===== config.mk =====
export PLATFORM = sky130hd
export DESIGN_NAME = hazard_fwd_scoreboard
export DESIGN_NICKNAME = d
export VERILOG_FILES = /design/src/rtl/hazard_pkg.sv /design/src/rtl/hazard_scoreboard.sv /design/src/rtl/hazard_fwd_scoreboard.sv
export SDC_FILE = /design/constraint.sdc
export NUM_CORES = 1
export LEC_CHECK = 0
export BUFFER_PORTS_ARGS = -buffer_cell sky130_fd_sc_hd__buf_2
export CORE_MARGIN = 2
export CORE_UTILIZATION = 30
export CTS_CLUSTER_DIAMETER = 40
export DETAILED_ROUTE_END_ITERATION = 8
export GPL_ROUTABILITY_DRIVEN = 1
export HOLD_SLACK_MARGIN = 0.03
export PLACE_DENSITY = 0.58
export RECOVER_POWER = 50
export SYNTH_ARGS = -nofsm -noshare
export SYNTH_HDL_FRONTEND = slang
export SYNTH_SLANG_ARGS = --single-unit
export TNS_END_PERCENT = 20

===== constraint.sdc =====
create_clock -name clk -period 3.9 [get_ports clk]
set_clock_uncertainty 0.15 [all_clocks]
set_input_delay 0.39 -clock clk [delete_from_list [all_inputs] [get_ports clk]]
set_output_delay 0.39 -clock clk [all_outputs]
set_load 0.02 [all_outputs]

===== src/rtl/hazard_pkg.sv =====
// Shared types and constants for the EX forwarding / D-stage hazard unit.
package hazard_pkg;

    localparam int unsigned REG_AW_DEF = 5;
    localparam int unsigned FWD_SEL_RF = 0;

    typedef logic [REG_AW_DEF-1:0] reg_addr_t;

    function automatic int unsigned fwd_sel_w(input int unsigned num_fwd);
        return $clog2(num_fwd + 1);
    endfunction

endpackage


===== src/rtl/hazard_scoreboard.sv =====
// Busy-register scoreboard for multi-cycle results that cannot be forwarded.
module hazard_scoreboard
    import hazard_pkg::*;
#(
    parameter  int unsigned REG_AW  = REG_AW_DEF,
    parameter  int unsigned MAX_OUT = 4,
    localparam int unsigned NREG    = 2**REG_AW,
    localparam int unsigned CW      = $clog2(MAX_OUT + 1)
) (
    input  logic              clk,
    input  logic              rst_n,
    input  logic              issue,
    input  logic [REG_AW-1:0] issue_rd,
    input  logic              done,
    input  logic [REG_AW-1:0] done_rd,
    output logic [NREG-1:0]   busy_vec,
    output logic [CW-1:0]     out_cnt,
    output logic              err_spurious
);

    logic            done_ok;
    logic [NREG-1:0] busy_n;

    // A completion only counts against a tracked op; anything else is spurious.
    assign done_ok = done && (done_rd != '0) && busy_vec[done_rd] && (out_cnt != '0);

    always_comb begin
        busy_n = busy_vec;
        if (done_ok) busy_n[done_rd] = 1'b0;
        if (issue)   busy_n[issue_rd] = 1'b1;
        busy_n[0] = 1'b0;
    end

    always_ff @(posedge clk) begin
        if (!rst_n) begin
            busy_vec     <= '0;
            out_cnt      <= '0;
            err_spurious <= 1'b0;
        end else begin
            busy_vec <= busy_n;
            if (issue && !done_ok)
                out_cnt <= out_cnt + CW'(1);
            else if (!issue && done_ok)
                out_cnt <= out_cnt - CW'(1);
            if (done && !done_ok)
                err_spurious <= 1'b1;
        end
    end

endmodule


===== src/rtl/hazard_fwd_scoreboard.sv =====
// EX-stage operand forwarding plus D-stage load-use / multi-cycle hazard detection.
module hazard_fwd_scoreboard
    import hazard_pkg::*;
#(
    parameter  int unsigned REG_AW  = REG_AW_DEF,
    parameter  int unsigned NUM_SRC = 2,
    parameter  int unsigned NUM_FWD = 2,
    parameter  int unsigned MAX_OUT = 4,
    parameter  int unsigned CNT_W   = 32,
    localparam int unsigned NREG    = 2**REG_AW,
    localparam int unsigned SW      = fwd_sel_w(NUM_FWD),
    localparam int unsigned CW      = $clog2(MAX_OUT + 1)
) (
    input  logic                      clk,
    input  logic                      rst_n,
    input  logic [NUM_SRC*REG_AW-1:0] src_e,
    input  logic [NUM_FWD-1:0]        fwd_we,
    input  logic [NUM_FWD*REG_AW-1:0] fwd_rd,
    input  logic [NUM_SRC*REG_AW-1:0] src_d,
    input  logic [NUM_SRC-1:0]        src_used_d,
    input  logic [REG_AW-1:0]         dst_d,
    input  logic                      dst_we_d,
    input  logic                      long_d,
    input  logic [REG_AW-1:0]         rd_e,
    input  logic                      regwrite_e,
    input  logic                      load_e,
    input  logic                      long_issue_e,
    input  logic                      flush_e,
    input  logic                      long_done,
    input  logic [REG_AW-1:0]         long_rd,
    output logic [NUM_SRC*SW-1:0]     fwd_sel,
    output logic                      stall_f,
    output logic                      stall_d,
    output logic                      bubble_e,
    output logic [NREG-1:0]           busy_vec,
    output logic [CW-1:0]             out_cnt,
    output logic                      err_spurious,
    output logic [CNT_W-1:0]          stall_cnt
);

    logic [SW-1:0] sel;
    logic          found;
    logic          match_e;
    logic          raw_long;
    logic          issue;
    logic          load_use;
    logic          inflight;
    logic          waw;
    logic          full;
    logic          hazard;

    // Scan stages youngest-first; the first hit locks the selection.
    always_comb begin
        fwd_sel = '0;
        sel     = '0;
        found   = 1'b0;
        for (int unsigned i = 0; i < NUM_SRC; i++) begin
            sel   = SW'(FWD_SEL_RF);
            found = 1'b0;
            for (int unsigned k = 0; k < NUM_FWD; k++) begin
                if (!found && fwd_we[k] && (fwd_rd[k*REG_AW +: REG_AW] != '0) &&
                    (fwd_rd[k*REG_AW +: REG_AW] == src_e[i*REG_AW +: REG_AW])) begin
                    sel   = SW'(k + 1);
                    found = 1'b1;
                end
            end
            fwd_sel[i*SW +: SW] = sel;
        end
    end

    always_comb begin
        match_e  = 1'b0;
        raw_long = 1'b0;
        for (int unsigned i = 0; i < NUM_SRC; i++) begin
            if (src_used_d[i]) begin
                if (src_d[i*REG_AW +: REG_AW] == rd_e)        match_e  = 1'b1;
                if (busy_vec[src_d[i*REG_AW +: REG_AW]])      raw_long = 1'b1;
            end
        end
    end

    assign issue    = long_issue_e && !flush_e && (rd_e != '0);
    assign load_use = regwrite_e && load_e && !flush_e && (rd_e != '0) && match_e;
    assign inflight = issue && match_e;
    assign waw      = dst_we_d && (dst_d != '0) && busy_vec[dst_d];
    // An issue landing this cycle already consumes the last free slot.
    assign full     = long_d && ((out_cnt == CW'(MAX_OUT)) ||
                                 ((out_cnt == CW'(MAX_OUT - 1)) && issue));
    assign hazard   = rst_n && (load_use || raw_long || inflight || waw || full);

    assign stall_f  = hazard;
    assign stall_d  = hazard;
    assign bubble_e = hazard;

    always_ff @(posedge clk) begin
        if (!rst_n)
            stall_cnt <= '0;
        else if (stall_d && (stall_cnt != '1))
            stall_cnt <= stall_cnt + CNT_W'(1);
    end

    hazard_scoreboard #(
        .REG_AW  (REG_AW),
        .MAX_OUT (MAX_OUT)
    ) u_scoreboard (
        .clk          (clk),
        .rst_n        (rst_n),
        .issue        (issue),
        .issue_rd     (rd_e),
        .done         (long_done),
        .done_rd      (long_rd),
        .busy_vec     (busy_vec),
        .out_cnt      (out_cnt),
        .err_spurious (err_spurious)
    );

endmodule


==> results.json <==
{
  "die_h_um": 129,
  "cts.sinks": 67,
  "dieArea_mm2": 0.0168,
  "hold_viol_final": 0,
  "setup_violations": 0,
  "place.gp.congestion": 0.934,
  "postRouteAntennaNets": 0,
  "io-pin-count": 133,
  "cp.required_ns": 3.36,
  "fp.dieW_um": 129,
  "via_count": 4941,
  "slowest_stage": "or4_1",
  "place.port_buffers": 131,
  "tightest_slew_ns": 1.04,
  "yosys_warnings": 0,
  "crit_top_cell": "nor2_1",
  "grt_overflow": 0,
  "synth_seq_cells": 67,
  "rsz0062_at_grt": "no",
  "stdcell_area_mm2": 0.00573,
  "cts_root_buf": "clkbuf_16",
  "ys_types": 60,
  "syn_avg_cell_area_um2": 8.41,
  "synth_nets": 622,
  "ys.flop_type": "dfxtp_1",
  "n_fill_cell": 1616,
  "cp_max_fo": 6,
  "drc": 0,
  "fmax_mhz": 321,
  "cts_resized": 0,
  "ys_seq_area_share_pct": 28.4,
  "hold_class": "input port to flip-flop",
  "holdBufCountCts": 0,
  "synth_cells": 561,
  "drive_gt1_share_pct": 16.7,
  "synth_top_area_share_pct": 28.4,
  "start_util_pct": 30.8,
  "synth_edf_count": 0,
  "cts.reportedPaths.clkPinSlew_ns": 0.05,
  "area_growth_syn_to_layout_pct": 21.4,
  "rows": 45,
  "routed_wl_um": 15100,
  "drt-pass1-iter-count": 5,
  "placed_area_mm2": 0.00546,
  "grt_pass1_wl_um": 23600,
  "nets": 732,
  "cts_tree": "yes",
  "drv_cap": 0,
  "clockBufferDepth": 2,
  "outcome": "complete, no violations",
  "ir_drop_mv": 0.162,
  "cts_max_level": 3,
  "grt_max_degree": 51,
  "finalCritPeriodShare_pct": 79.9,
  "max_stage_delay_ns": 0.48,
  "utilization_pct": 37.4,
  "path_cells": "mux2_4 -> and3_1 -> or4_1 -> o311ai_1 -> o21ai_2 -> nor2_1 -> nor2_1 -> buf_2",
  "synth.area.top_cells": "dfxtp_1 (28%), mux4_2 (10%), a21oi_1 (5.4%)",
  "syn_area_mm2": 0.00472,
  "critical_path.startpoint_type": "flip-flop",
  "cp.arrival_ns": 2.58,
  "grt_pass1_vias": 4600,
  "wl_per_cell_um": 17.1,
  "p_per_area_mw_per_mm2": 336,
  "clk_latency_ns": 0.33,
  "end_kind": "output port",
  "path_class": "flip-flop to output port",
  "leakage_nw": 1.88,
  "drt_iter0_drc": 237,
  "post-route-min-period_ns": 3.12,
  "relSlewSlack_pct": 29.9,
  "finalSetupTns_ns": 0,
  "viasPerCell": 5.57,
  "cts_setup_buffers": 0,
  "antenna_found_initial": 0,
  "drv_slew": 0,
  "design.core.area_mm2": 0.0153,
  "yosys.area.top_type": "dfxtp_1",
  "cts_buffers": 9,
  "antenna_cells": 0,
  "async_flop_share_pct": 0,
  "grtUsageTotal_pct": 17.7,
  "hpwl_um": 11400
}
## logic make-up (layout without fill, tap and decap cells)
group	count (synthesis)	in the layout	synth area share (%)
XOR/XNOR	33	33	6.12
AO/OA/AOI/OAI	151	151	19.3
AND/OR/NAND/NOR	202	202	22.9
other	1	1	0.0795
flip-flops	67	67	28.4
multiplexers	49	49	16.2
buffers and inverters	55	170	6.04
adder cells (fa/ha/maj)	3	3	0.954
## power by group
group	internal [mW]	switching, mW	leakage (nW)
Sequential	0.693	0.0139	0.541
Clock	0.676	0.301	0.179
Combinational	0.0907	0.153	1.16
Total	1.46	0.467	1.88
## layer usage
| layer | GRT usage, % | vias up | routed length [um] | part of all wire (%) |
|---|---|---|---|---|
| li1 | - | 2334 | - | - |
| met1 | 22.3 | 2363 | 6320 | 42 |
| met2 | 29.9 | 219 | 7210 | 48 |
| met3 | 3.34 | 25 | 1210 | 8.0 |
| met4 | 6.96 | 0 | 403 | 2.7 |
| met5 | 0 | - | 0 | 0 |
## Yosys cell counts (3+ instances only)
| library cell | count |
|---|---|
| o21ai_0 | 45 |
| o211ai_1 | 10 |
| and3_1 | 4 |
| dfxtp_1 | 67 |
| nor3_1 | 11 |
| a21oi_1 | 51 |
| nor2b_1 | 9 |
| mux4_2 | 21 |
| a211oi_1 | 3 |
| a311oi_1 | 3 |
| nand4_1 | 10 |
| o31ai_1 | 15 |
| nand2b_1 | 5 |
| mux2i_1 | 23 |
| mux2_2 | 4 |
| nor4_1 | 10 |
| buf_4 | 3 |
| nor2_1 | 19 |
| nand3_1 | 20 |
| nor4b_1 | 3 |
| buf_2 | 11 |
| clkbuf_1 | 15 |
| buf_6 | 5 |
| xor2_1 | 18 |
| nand3b_1 | 8 |
| or3_1 | 14 |
| nor3b_1 | 3 |
| nand2_1 | 61 |
| xnor2_1 | 15 |
| or4_1 | 16 |
| o21a_1 | 4 |
| inv_1 | 17 |
## final cells by class
cell class	count	area, um^2	share of cell area, %
inverters	19	71.3	1.24
flip-flops and latches	67	1340	23.4
well taps	211	264	4.61
clock buffers	12	267	4.65
repair buffers	135	599	10.5
clock inverters	4	95.1	1.66
multi-input cells	439	3090	54.0
## through the flow
step	cells	setup WS [ns]	hold WS (ns)	power (mW)
3_5_place_dp	871	0.499	0.316	0.966
6_report	887	0.784	0.160	1.93
5_1_grt	887	0.679	0.180	2.00
3_3_place_gp	871	0.594	0.312	0.960
4_1_cts	887	0.785	0.157	1.94
2_1_floorplan	561	0.885	0.381	0.887
## worst max-delay path: cells and delay by family, from the launching register on
| family | cells | cell delay [ns] |
|---|---|---|
| simple gates | 4 | 0.85 |
| flops | 1 | 0.39 |
| compound gates | 2 | 0.54 |
| mux | 1 | 0.30 |
| buf+inv | 1 | 0.16 |
## path summary, 6_finish.rpt
kind / from / to / slack, ns / depth (start not counted)
max: u_scoreboard.busy_vec[26] / stall_d / 0.78 / 8
min: long_done / u_scoreboard.err_spurious / 0.16 / 3
max reg2reg: u_scoreboard.busy_vec[26] / u_scoreboard.out_cnt[2] / 0.85 / 12
min reg2reg: u_scoreboard.err_spurious / u_scoreboard.err_spurious / 0.32 / 2
## sequential cells by signal, indices dropped and copies added (netlist names)
register and flops:
u_scoreboard.busy_vec 31, u_scoreboard.err_spurious 1, stall_cnt 32, u_scoreboard.out_cnt 3
## cell usage in the layout (no fill, tap or decap), types with 14 or more instances in the layout
cell	instances
xnor2_1	15
clkbuf_1	69
or3_1	14
dfxtp_1	67
mux2i_1	23
a21oi_1	51
o21ai_0	45
inv_1	17
nand3_1	20
mux4_2	21
xor2_1	18
nand2_1	61
or4_1	16
buf_2	62
o31ai_1	15
nor2_1	19
(Power assumes the default switching activity.)
